**src/rtl/sysbus_port_arbiter.sv**
```systemverilog
// Multi-port sysbus arbiter: grants one client at a time and runs its address
// beat, then either a write burst or a read-response burst, before
// re-arbitrating.
// Optional build macro SYSBUS_ARB_ROUND_ROBIN_EN selects round-robin
// arbitration. When it is undefined, the lowest-numbered valid port wins.
module sysbus_port_arbiter #(
    parameter int unsigned DATA_WIDTH  = 64,
    parameter int unsigned TAG_WIDTH   = 13,
    parameter int unsigned NUM_PORTS   = 2,
    parameter int unsigned BURST_BEATS = 8
) (
    input  logic                            clk,
    input  logic                            reset,
    input  logic [NUM_PORTS-1:0]            port_req_valid,
    input  logic [NUM_PORTS-1:0]            port_req_write,
    input  logic [NUM_PORTS*DATA_WIDTH-1:0] port_req_addr,
    output logic [NUM_PORTS-1:0]            port_req_ready,
    input  logic [NUM_PORTS*DATA_WIDTH-1:0] port_wdata,
    output logic [NUM_PORTS-1:0]            port_wdata_ready,
    output logic [NUM_PORTS-1:0]            port_resp_valid,
    output logic [DATA_WIDTH-1:0]           port_resp_data,
    output logic                            reqcyc,
    output logic [DATA_WIDTH-1:0]           req,
    output logic [TAG_WIDTH-1:0]            reqtag,
    input  logic                            reqack,
    input  logic                            respcyc,
    input  logic [DATA_WIDTH-1:0]           resp,
    input  logic [TAG_WIDTH-1:0]            resptag,
    output logic                            respack
);

    localparam int unsigned PORT_BITS = $clog2(NUM_PORTS);
    localparam int unsigned CNT_WIDTH = $clog2(BURST_BEATS) + 1;

    typedef enum logic [1:0] {StIdle, StAddr, StWdata, StResp} state_e;

    state_e                 state_q, state_d;
    logic [PORT_BITS-1:0]   winner_q, winner_d;
    logic                   write_q, write_d;
    logic [DATA_WIDTH-1:0]  addr_q, addr_d;
    logic [CNT_WIDTH-1:0]   cnt_q, cnt_d;
    logic [PORT_BITS-1:0]   pick;
    logic [TAG_WIDTH-1:0]   bus_tag;
    logic                   last_beat;
    logic                   tag_match;

    // Only the port-index bits of the response tag are meaningful here.
    logic unused_resptag;
    assign unused_resptag = ^resptag;

    assign last_beat = (cnt_q == CNT_WIDTH'(BURST_BEATS - 1));
    assign tag_match = (resptag[PORT_BITS-1:0] == winner_q);

`ifdef SYSBUS_ARB_ROUND_ROBIN_EN
    logic [PORT_BITS-1:0] rr_q, rr_d;
    logic                 found;
    logic [PORT_BITS-1:0] idx;

    // Round-robin pick: first valid port at or after the pointer.
    always_comb begin
        pick  = '0;
        found = 1'b0;
        idx   = '0;
        for (int unsigned i = 0; i < NUM_PORTS; i++) begin
            idx = PORT_BITS'((32'(rr_q) + i) % NUM_PORTS);
            if (!found && port_req_valid[idx]) begin
                pick  = idx;
                found = 1'b1;
            end
        end
    end
`else
    // Fixed priority pick: scanning downwards leaves the lowest valid port.
    always_comb begin
        pick = '0;
        for (int i = NUM_PORTS - 1; i >= 0; i--) begin
            if (port_req_valid[i]) pick = PORT_BITS'(i);
        end
    end
`endif

    // Tag carries the write flag in the MSB and the granted port in the LSBs.
    always_comb begin
        bus_tag                  = '0;
        bus_tag[TAG_WIDTH-1]     = write_q;
        bus_tag[PORT_BITS-1:0]   = winner_q;
    end

    // State, grant and beat-counter registers.
    always_ff @(posedge clk or posedge reset) begin
        if (reset) begin
            state_q  <= StIdle;
            winner_q <= '0;
            write_q  <= 1'b0;
            addr_q   <= '0;
            cnt_q    <= '0;
`ifdef SYSBUS_ARB_ROUND_ROBIN_EN
            rr_q     <= '0;
`endif
        end else begin
            state_q  <= state_d;
            winner_q <= winner_d;
            write_q  <= write_d;
            addr_q   <= addr_d;
            cnt_q    <= cnt_d;
`ifdef SYSBUS_ARB_ROUND_ROBIN_EN
            rr_q     <= rr_d;
`endif
        end
    end

    // Next-state and bus/port outputs; everything is forced quiet during reset.
    always_comb begin
        state_d          = state_q;
        winner_d         = winner_q;
        write_d          = write_q;
        addr_d           = addr_q;
        cnt_d            = cnt_q;
`ifdef SYSBUS_ARB_ROUND_ROBIN_EN
        rr_d             = rr_q;
`endif
        reqcyc           = 1'b0;
        req              = '0;
        reqtag           = '0;
        respack          = respcyc;
        port_req_ready   = '0;
        port_wdata_ready = '0;
        port_resp_valid  = '0;
        port_resp_data   = '0;

        unique case (state_q)
            StIdle: begin
                if (|port_req_valid) begin
                    winner_d = pick;
                    write_d  = port_req_write[pick];
                    addr_d   = port_req_addr[32'(pick)*DATA_WIDTH +: DATA_WIDTH];
                    state_d  = StAddr;
`ifdef SYSBUS_ARB_ROUND_ROBIN_EN
                    rr_d     = PORT_BITS'((32'(pick) + 32'd1) % NUM_PORTS);
`endif
                end
            end
            StAddr: begin
                reqcyc = 1'b1;
                req    = addr_q;
                reqtag = bus_tag;
                if (reqack) begin
                    port_req_ready[winner_q] = 1'b1;
                    cnt_d   = '0;
                    state_d = write_q ? StWdata : StResp;
                end
            end
            StWdata: begin
                reqcyc = 1'b1;
                req    = port_wdata[32'(winner_q)*DATA_WIDTH +: DATA_WIDTH];
                reqtag = bus_tag;
                if (reqack) begin
                    port_wdata_ready[winner_q] = 1'b1;
                    cnt_d = cnt_q + CNT_WIDTH'(1);
                    if (last_beat) state_d = StIdle;
                end
            end
            StResp: begin
                // Beats for other tags are acked and dropped.
                if (respcyc && tag_match) begin
                    port_resp_valid[winner_q] = 1'b1;
                    port_resp_data = resp;
                    cnt_d = cnt_q + CNT_WIDTH'(1);
                    if (last_beat) state_d = StIdle;
                end
            end
            default: state_d = StIdle;
        endcase

        if (reset) begin
            reqcyc           = 1'b0;
            req              = '0;
            reqtag           = '0;
            respack          = 1'b0;
            port_req_ready   = '0;
            port_wdata_ready = '0;
            port_resp_valid  = '0;
            port_resp_data   = '0;
        end
    end

endmodule

```
**config.mk**
```make
export PLATFORM = sky130hd
export DESIGN_NAME = sysbus_port_arbiter
export DESIGN_NICKNAME = d
export VERILOG_FILES = /design/src/rtl/sysbus_port_arbiter.sv
export SDC_FILE = /design/constraint.sdc
export NUM_CORES = 1
export LEC_CHECK = 0
export CAP_MARGIN = 20
export CELL_PAD_IN_SITES_DETAIL_PLACEMENT = 1
export CELL_PAD_IN_SITES_GLOBAL_PLACEMENT = 2
export CORE_ASPECT_RATIO = 1.2
export CORE_MARGIN = 3
export CORE_UTILIZATION = 14
export CTS_CLUSTER_DIAMETER = 50
export DETAILED_ROUTE_END_ITERATION = 8
export PLACE_DENSITY = 0.74
export SLEW_MARGIN = 5
export SYNTH_ARGS = -nofsm -noshare
export SYNTH_HDL_FRONTEND = slang
export SYNTH_SLANG_ARGS = --single-unit
```
**constraint.sdc**
```tcl
create_clock -name clk -period 3.7 [get_ports clk]
set_input_delay 0.74 -clock clk [delete_from_list [all_inputs] [get_ports clk]]
set_output_delay 0.74 -clock clk [all_outputs]
set_load 0.005 [all_outputs]
```
==> results of run 1 <==
==> routing by layer <==
layer,GRT usage,vias to the layer above,wire length (um)
li1,-,3145,-
met5,0,-,25
met1,0.158,3149,12400
met4,0.0363,6,448
met2,0.291,316,18200
met3,0.0438,31,2650
==> registers in the layout, summed over array words and instances, names as in the netlist <==
register  cells
addr_q       64
cnt_q         4
state_q       2
winner_q      1
write_q       1
==> how the worst min path moves through the flow <==
stage / cells after the start / start / slack (ps) / end
finish: 2 / addr_q[46]$_DFFE_PP0P_ / 480 / addr_q[46]$_DFFE_PP0P_
global route: 2 / addr_q[44]$_DFFE_PP0P_ / 500 / addr_q[44]$_DFFE_PP0P_
CTS: 2 / addr_q[46]$_DFFE_PP0P_ / 480 / addr_q[46]$_DFFE_PP0P_
detailed placement: 2 / addr_q[46]$_DFFE_PP0P_ / 470 / addr_q[46]$_DFFE_PP0P_
global placement: 2 / addr_q[60]$_DFFE_PP0P_ / 460 / addr_q[60]$_DFFE_PP0P_
floorplan: 2 / addr_q[32]$_DFFE_PP0P_ / 450 / addr_q[32]$_DFFE_PP0P_
==> timing repair <==
action	in CTS	in global routing
gates resized for setup	4	1
cloned	2	1
endpoints found under the setup margin	64	33
buffers inserted	0	1
pin swaps	2	1
hold buffers	0	0
==> cell usage after synthesis (all sizes together) <==
cell    instances
a21oi           3
a22oi          64
and3b           2
nand4           1
dfrtp          72
o22ai           1
conb            1
nor3            2
o21ba           1
nand2          73
mux2           65
and3            2
or4b            1
a31oi           1
o21ai          72
mux2i          66
buf            21
nor2b           3
nand2b          2
and2           66
a2111o          1
inv             5
nand3           1
a211oi          1
nor2           71
xor2            1
ha              7
clkbuf         48
==> cells by family (layout without fill, tap and decap cells) <==
family / count (synthesis) / after routing / synth area share
XOR/XNOR: 1 / 1 / 0.00157
other: 1 / 14 / 0.000673
buffers and inverters: 74 / 508 / 0.0600
AND/OR/NAND/NOR: 224 / 227 / 0.188
adder cells (fa/ha/maj): 7 / 7 / 0.0157
flip-flops: 72 / 72 / 0.323
AO/OA/AOI/OAI: 144 / 144 / 0.161
multiplexers: 131 / 131 / 0.250
==> critical path, stage by stage <==
cell and delay (ps):
clkdlybuf4s50_1 600, xor2_2 540, nor2_4 200, and2_1 230
clkdlybuf4s50_1 470
==> per-stage QoR <==
stage / cell area, sq um / setup TNS, ps / utilization
2_1_floorplan: 5610 / 0 / -
3_3_place_gp: 10900 / -15330 / 0.278
3_5_place_dp: 10900 / -17180 / 0.278
4_1_cts: 11200 / 0 / 0.287
5_1_grt: 11300 / 0 / 0.288
6_report: 11300 / 0 / 0.288
==> final cells by class <==
type | count | area [sq um] | area share
Antenna cell | 3 | 7.51 | 0.000667
Clock buffer | 11 | 243 | 0.0216
Timing Repair Buffer | 487 | 4870 | 0.433
Clock inverter | 5 | 80.1 | 0.00711
Tap cell | 526 | 658 | 0.0585
Multi-Input combinational cell | 521 | 3570 | 0.317
Inverter | 5 | 22.5 | 0.00200
Sequential cell | 72 | 1810 | 0.160
==> power by group <==
group          leakage (nW)  internal (mW)  switching (mW)
sequential            0.898           1.16           0.228
combinational          3.52           1.61            1.70
clock                 0.152          0.609           0.393
==> metrics.cfg, run 1 <==
[run_status]
status = finished clean

[critical_path]
critPathLaunchType = input port
rr_worst_depth = 7
worstSetupEndpoint = port_resp_data[59]
reg2reg_to = cnt_q[2]$_DFFE_PP0P_
cp.required_ps = 2960
ff2ff_setup_slack_ps = 1080
crit_fanout = 16
worstSetupStartpoint = resptag[0]
worstSetupPathType = input port to primary output
worst_setup_path_end_kind = primary output
crit_arrival_ps = 2790
r2r_start = state_q[1]$_DFFE_PP0P_

[cts]
cts_tree = done
ctsLongestPathBuffers = 2
cts.sinks = 72
clk_latency_ps = 350
cts_buffers = 9
h-tree-depth = 3
path_clk_slew_ps = 60
cts-root-buf = clkbuf_16

[sta]
worst_slew_pin_slew_ps = 736
hold_viol = 0
slew_headroom = 0.510
slew_viol_final = 0
hold_ws_ps = 481
fin_crit_ps = 3530
rsz0062_at_grt = false
skew_ps = 6.09
max_freq_ghz = 0.283
setup_viol = 0
setup_ws_ps = 170
post-route-period-util = 0.954

[synth]
yosysTopAreaCellShare = 0.323
synth.cell_area_sq_um = 5570
synth_top_cells_by_area = dfrtp_1 32%, mux2_2 13%, mux2i_1 12%
ys_seq_elements = 72
ys_seq_area_frac = 0.323
synth_cell_types = 31
synth_top_area_cell = dfrtp_1
yosys_warnings = 0
avgSynthCellArea_sq_um = 8.52
synthCells = 654

[drt]
vias = 6647
drcViolationCount = 0
drt_wl_total_um = 33700
ant_nets = 0
drt-initial-drc-count = 200
drt_pass1_iterations = 4
wl_per_cell_um = 20.7
routed_via_density = 4.08

[place]
dp_cells = 1607
hpwl_um = 25900
gp_congestion = 0.773
place_ws_ps = -329
io_buffers = 466

[layout]
mostFrequentLayoutCells = 466 x clkdlybuf4s50_1, 71 x nand2_1, 71 x o21ai_0, 71 x dfrtp_1, 70 x nor2_1
final_common_cell = clkdlybuf4s50_1
area_delta_synth_final_pct = 102
layoutNonFillerInstCount = 1630
drive_above_1_share = 0.104
fillers = 4517
final_nets = 1444

[floorplan]
fp.dieH_um = 225
die_w_um = 188
rows = 79
coreArea_sq_um = 39000
start_util = 0.143
dieArea_sq_um = 42200
boundaryPins = 490

[global_route]
grt_first_pass_wirelength_um = 46700
overflow = 0
grt_pass1_vias = 6978
antenna_found_initial = 13
gr-usage-all-layers = 0.150
grt_max_degree = 131

[power]
p_leak_nw = 4.57
powerDensity_nw_per_um2 = 506
irDropWorstVdd_uv = 395
power_mw = 5.70

[job]
maxCapViolCount = 0

[worst_hold_path]
hold_path.class = flip-flop to flip-flop

Note: power is estimated with default switching activity, not from simulation.
==> run 2, diff against run 1 <==
--- a/config.mk
+++ b/config.mk
@@ -5,6 +5,7 @@
 export SDC_FILE = /design/constraint.sdc
 export NUM_CORES = 1
 export LEC_CHECK = 0
+export ABC_AREA = 1
 export CAP_MARGIN = 20
 export CELL_PAD_IN_SITES_DETAIL_PLACEMENT = 1
 export CELL_PAD_IN_SITES_GLOBAL_PLACEMENT = 2
@@ -13,7 +14,7 @@
 export CORE_UTILIZATION = 14
 export CTS_CLUSTER_DIAMETER = 50
 export DETAILED_ROUTE_END_ITERATION = 8
-export PLACE_DENSITY = 0.74
+export PLACE_DENSITY = 0.76
 export SLEW_MARGIN = 5
 export SYNTH_ARGS = -nofsm -noshare
 export SYNTH_HDL_FRONTEND = slang
==> metrics.cfg, run 2 <==
[run_status]
status = finished clean

[cts]
cts-root-buf = clkbuf_16
cts_tree = done
path_clk_slew_ps = 70  ; about the same
h-tree-depth = 3  ; unchanged
clk_latency_ps = 360  ; about the same
cts_hold_buf = 0  ; unchanged
cts.sinks = 72  ; unchanged
postCtsSetupRepairBufs = 0  ; unchanged
cts_buffers = 9  ; unchanged
cts_resized = 0  ; -4
ctsLongestPathBuffers = 2  ; unchanged

[layout]
drive_above_1_share = 0.0752  ; -0.0293
final_common_cell = clkdlybuf4s50_1
final_nets = 1660  ; +15%
largest_register_ffs = 64  ; unchanged
final_cell_area_sq_um = 11500  ; +2.3%
regMostFlops = addr_q
largestRegisters = addr_q (64), cnt_q (4), state_q (2)
mostFrequentLayoutCells = 466 x clkdlybuf4s50_1, 223 x nand2_1, 203 x nor2_1
area_delta_synth_final_pct = 95.0
final_util = 0.279  ; -0.00901

[drt]
ant_nets = 0  ; unchanged
drt_wl_total_um = 35800  ; +6.5%
drt_pass1_iterations = 4  ; unchanged
vias = 7726  ; +16%
wl_per_cell_um = 19.3  ; -6.7%
drcViolationCount = 0  ; unchanged
routed_via_density = 4.15  ; +1.9%
drt-initial-drc-count = 173  ; -14%

[synth]
avgSynthCellArea_sq_um = 6.63  ; -22%
synth_edf_count = 0  ; unchanged
async_reset_ff_frac = 1.00  ; unchanged
synth_top_area_cell = dfrtp_1
yosysMostFrequentCell = nand2_1
synth_top_cells_by_area = dfrtp_1 30%, nand2_1 14%, nor2_1 13%
synth.cell_area_sq_um = 5910  ; +6.1%
synth_cell_types = 24  ; -23%
yosys-top-cells-count = 225 x nand2_1, 204 x nor2_1, 72 x dfrtp_1
yosys_warnings = 0  ; unchanged
ys_seq_area_frac = 0.305  ; -0.0186
ys_seq_elements = 72  ; unchanged
yosysTopAreaCellShare = 0.305  ; -0.0186
synthCells = 891  ; +36%
ys.flop_type = dfrtp_1

[global_route]
grt_max_degree = 67  ; -49%
grt_pass1_vias = 8233  ; +18%
antenna_found_initial = 8  ; -5
grt_first_pass_wirelength_um = 52600  ; +13%
overflow = 0  ; unchanged
gr-usage-all-layers = 0.155  ; +0.00568

[sta]
slew_headroom = 0.517  ; +0.00700
fin_crit_ps = 3380  ; -155 ps
skew_ps = 5.19  ; -0.908 ps
setup_viol = 0  ; unchanged
max_freq_ghz = 0.296  ; +4.6%
post-route-period-util = 0.912  ; -0.0418
fin_setup_tns_ps = 0  ; unchanged
worst_slew_pin_slew_ps = 725  ; -10.5 ps
rsz0062_at_grt = false
hold_viol = 0  ; unchanged
hold_ws_ps = 506  ; +25.3 ps
slew_viol_final = 0  ; unchanged

[critical_path]
cp.required_ps = 2960  ; about the same
crit_fanout = 27  ; +11
crit_arrival_ps = 2640  ; -150 ps
critPathLaunchType = input port
r2r_start = state_q[0]$_DFFE_PP0P_
worstSetupPathType = input port to primary output
worstSetupStartpoint = resptag[0]
worst_setup_path_end_kind = primary output

[floorplan]
coreArea_sq_um = 41200  ; +5.6%
fp.dieH_um = 231  ; +2.9%
die_w_um = 194  ; +2.9%
dieArea_sq_um = 44700  ; +5.9%
rows = 81  ; +2.5%
start_util = 0.143  ; +0.000593
boundaryPins = 490  ; unchanged

[place]
dpl-instance-area_sq_um = 11200  ; +3.2%
io_buffers = 466  ; unchanged
hpwl_um = 28300  ; +9.3%
gp_congestion = 0.801  ; +3.6%

[power]
p_int_mw = 3.23  ; -4.5%
p_leak_nw = 4.25  ; -6.9%
irDropWorstVdd_uv = 183  ; -54%
powerDensity_nw_per_um2 = 505  ; -0.19%
clockPowerShare = 0.162  ; -0.014
power_frac_seq = 0.238  ; -0.005
p_sw_mw = 2.59  ; +12%
power_mw = 5.82  ; +2.2%
sw_frac_of_total = 0.445  ; +0.0385
p_comb_frac = 0.599  ; +0.018

[worst_hold_path]
worstHoldStart = cnt_q[1]$_DFFE_PP0P_
hold_path.class = flip-flop to flip-flop

[job]
maxCapViolCount = 0  ; unchanged

==> run 2: cell count changes in the layout (fill, tap and decap cells not counted), moves of 49 or more <==
cell and delta:
nand2_1 +152, nor2_1 +133, and2_1 -66, mux2i_1 -66
mux2_2 -65, a22oi_1 -64, a31oi_1 +63, a21oi_1 +61
nor3b_2 +49
==> run 2: area by class of cell <==
class	instances	area [sq um]
Clock buffer	9	225
Inverter	15	60.1
Sequential cell	72	1800
Timing Repair Buffer	489	4990
Tap cell	539	674
Multi-Input combinational cell	725	3680
Fill cell	5042	29700
Clock inverter	7	80.1
Antenna cell	4	10.0
==> run 2: final timing paths <==
check                                         endpoint  slack, ps  cells after the start
worst max-delay path                 port_resp_data[1]        320                      7
worst min-delay path              cnt_q[1]$_DFFE_PP0P_        510                      2
worst max register to register  state_q[1]$_DFFE_PP0P_       1540                     11
worst min register to register    cnt_q[1]$_DFFE_PP0P_        510                      2
max in group asynchronous       addr_q[23]$_DFFE_PP0P_       1670                      4
min in group asynchronous         cnt_q[3]$_DFFE_PP0P_        970                      3
==> run 2: critical path, cell delays in order <==
cell and delay [ps]:
clkdlybuf4s50_1 470, inv_1 50, nand2_1 90, nand3_4 220, buf_12 250, nor3b_1 220, clkdlybuf4s50_1 570
==> run 2: cell families after synthesis <==
family / synth area share
AND/OR/NAND/NOR: 0.410
AO/OA/AOI/OAI: 0.183
buffers and inverters: 0.0868
flip-flops: 0.305
adder cells (fa/ha/maj): 0.0148
other: 0.000634
==> run 2: power by group through the flow <==
| stage | Sequential, mW | Clock [mW] | Combinational [mW] |
|---|---|---|---|
| finish | 1.39 | 0.946 | 3.49 |
| CTS | 1.40 | 1.01 | 3.61 |
| global route | 1.45 | 1.03 | 3.89 |
| global placement | 1.39 | 0 | 3.55 |
| floorplan | 1.34 | 0 | 1.87 |
| detailed placement | 1.41 | 0 | 3.60 |
==> run 2: through the flow <==
| stage | cells | worst slack (ps) |
|---|---|---|
| 2_1_floorplan | 901 | 304 |
| 3_3_place_gp | 1840 | 310 |
| 3_5_place_dp | 1840 | 301 |
| 4_1_cts | 1856 | 264 |
| 5_1_grt | 1859 | 171 |
| 6_report | 1860 | 324 |
==> run 2: routing by layer <==
metal	vias to the layer above	global-route usage	share of wire
met2	324	0.287	0.52
met5	-	0	0.0012
met4	6	0.0543	0.022
met1	3584	0.172	0.39
met3	38	0.0411	0.065
li1	3774	-	-
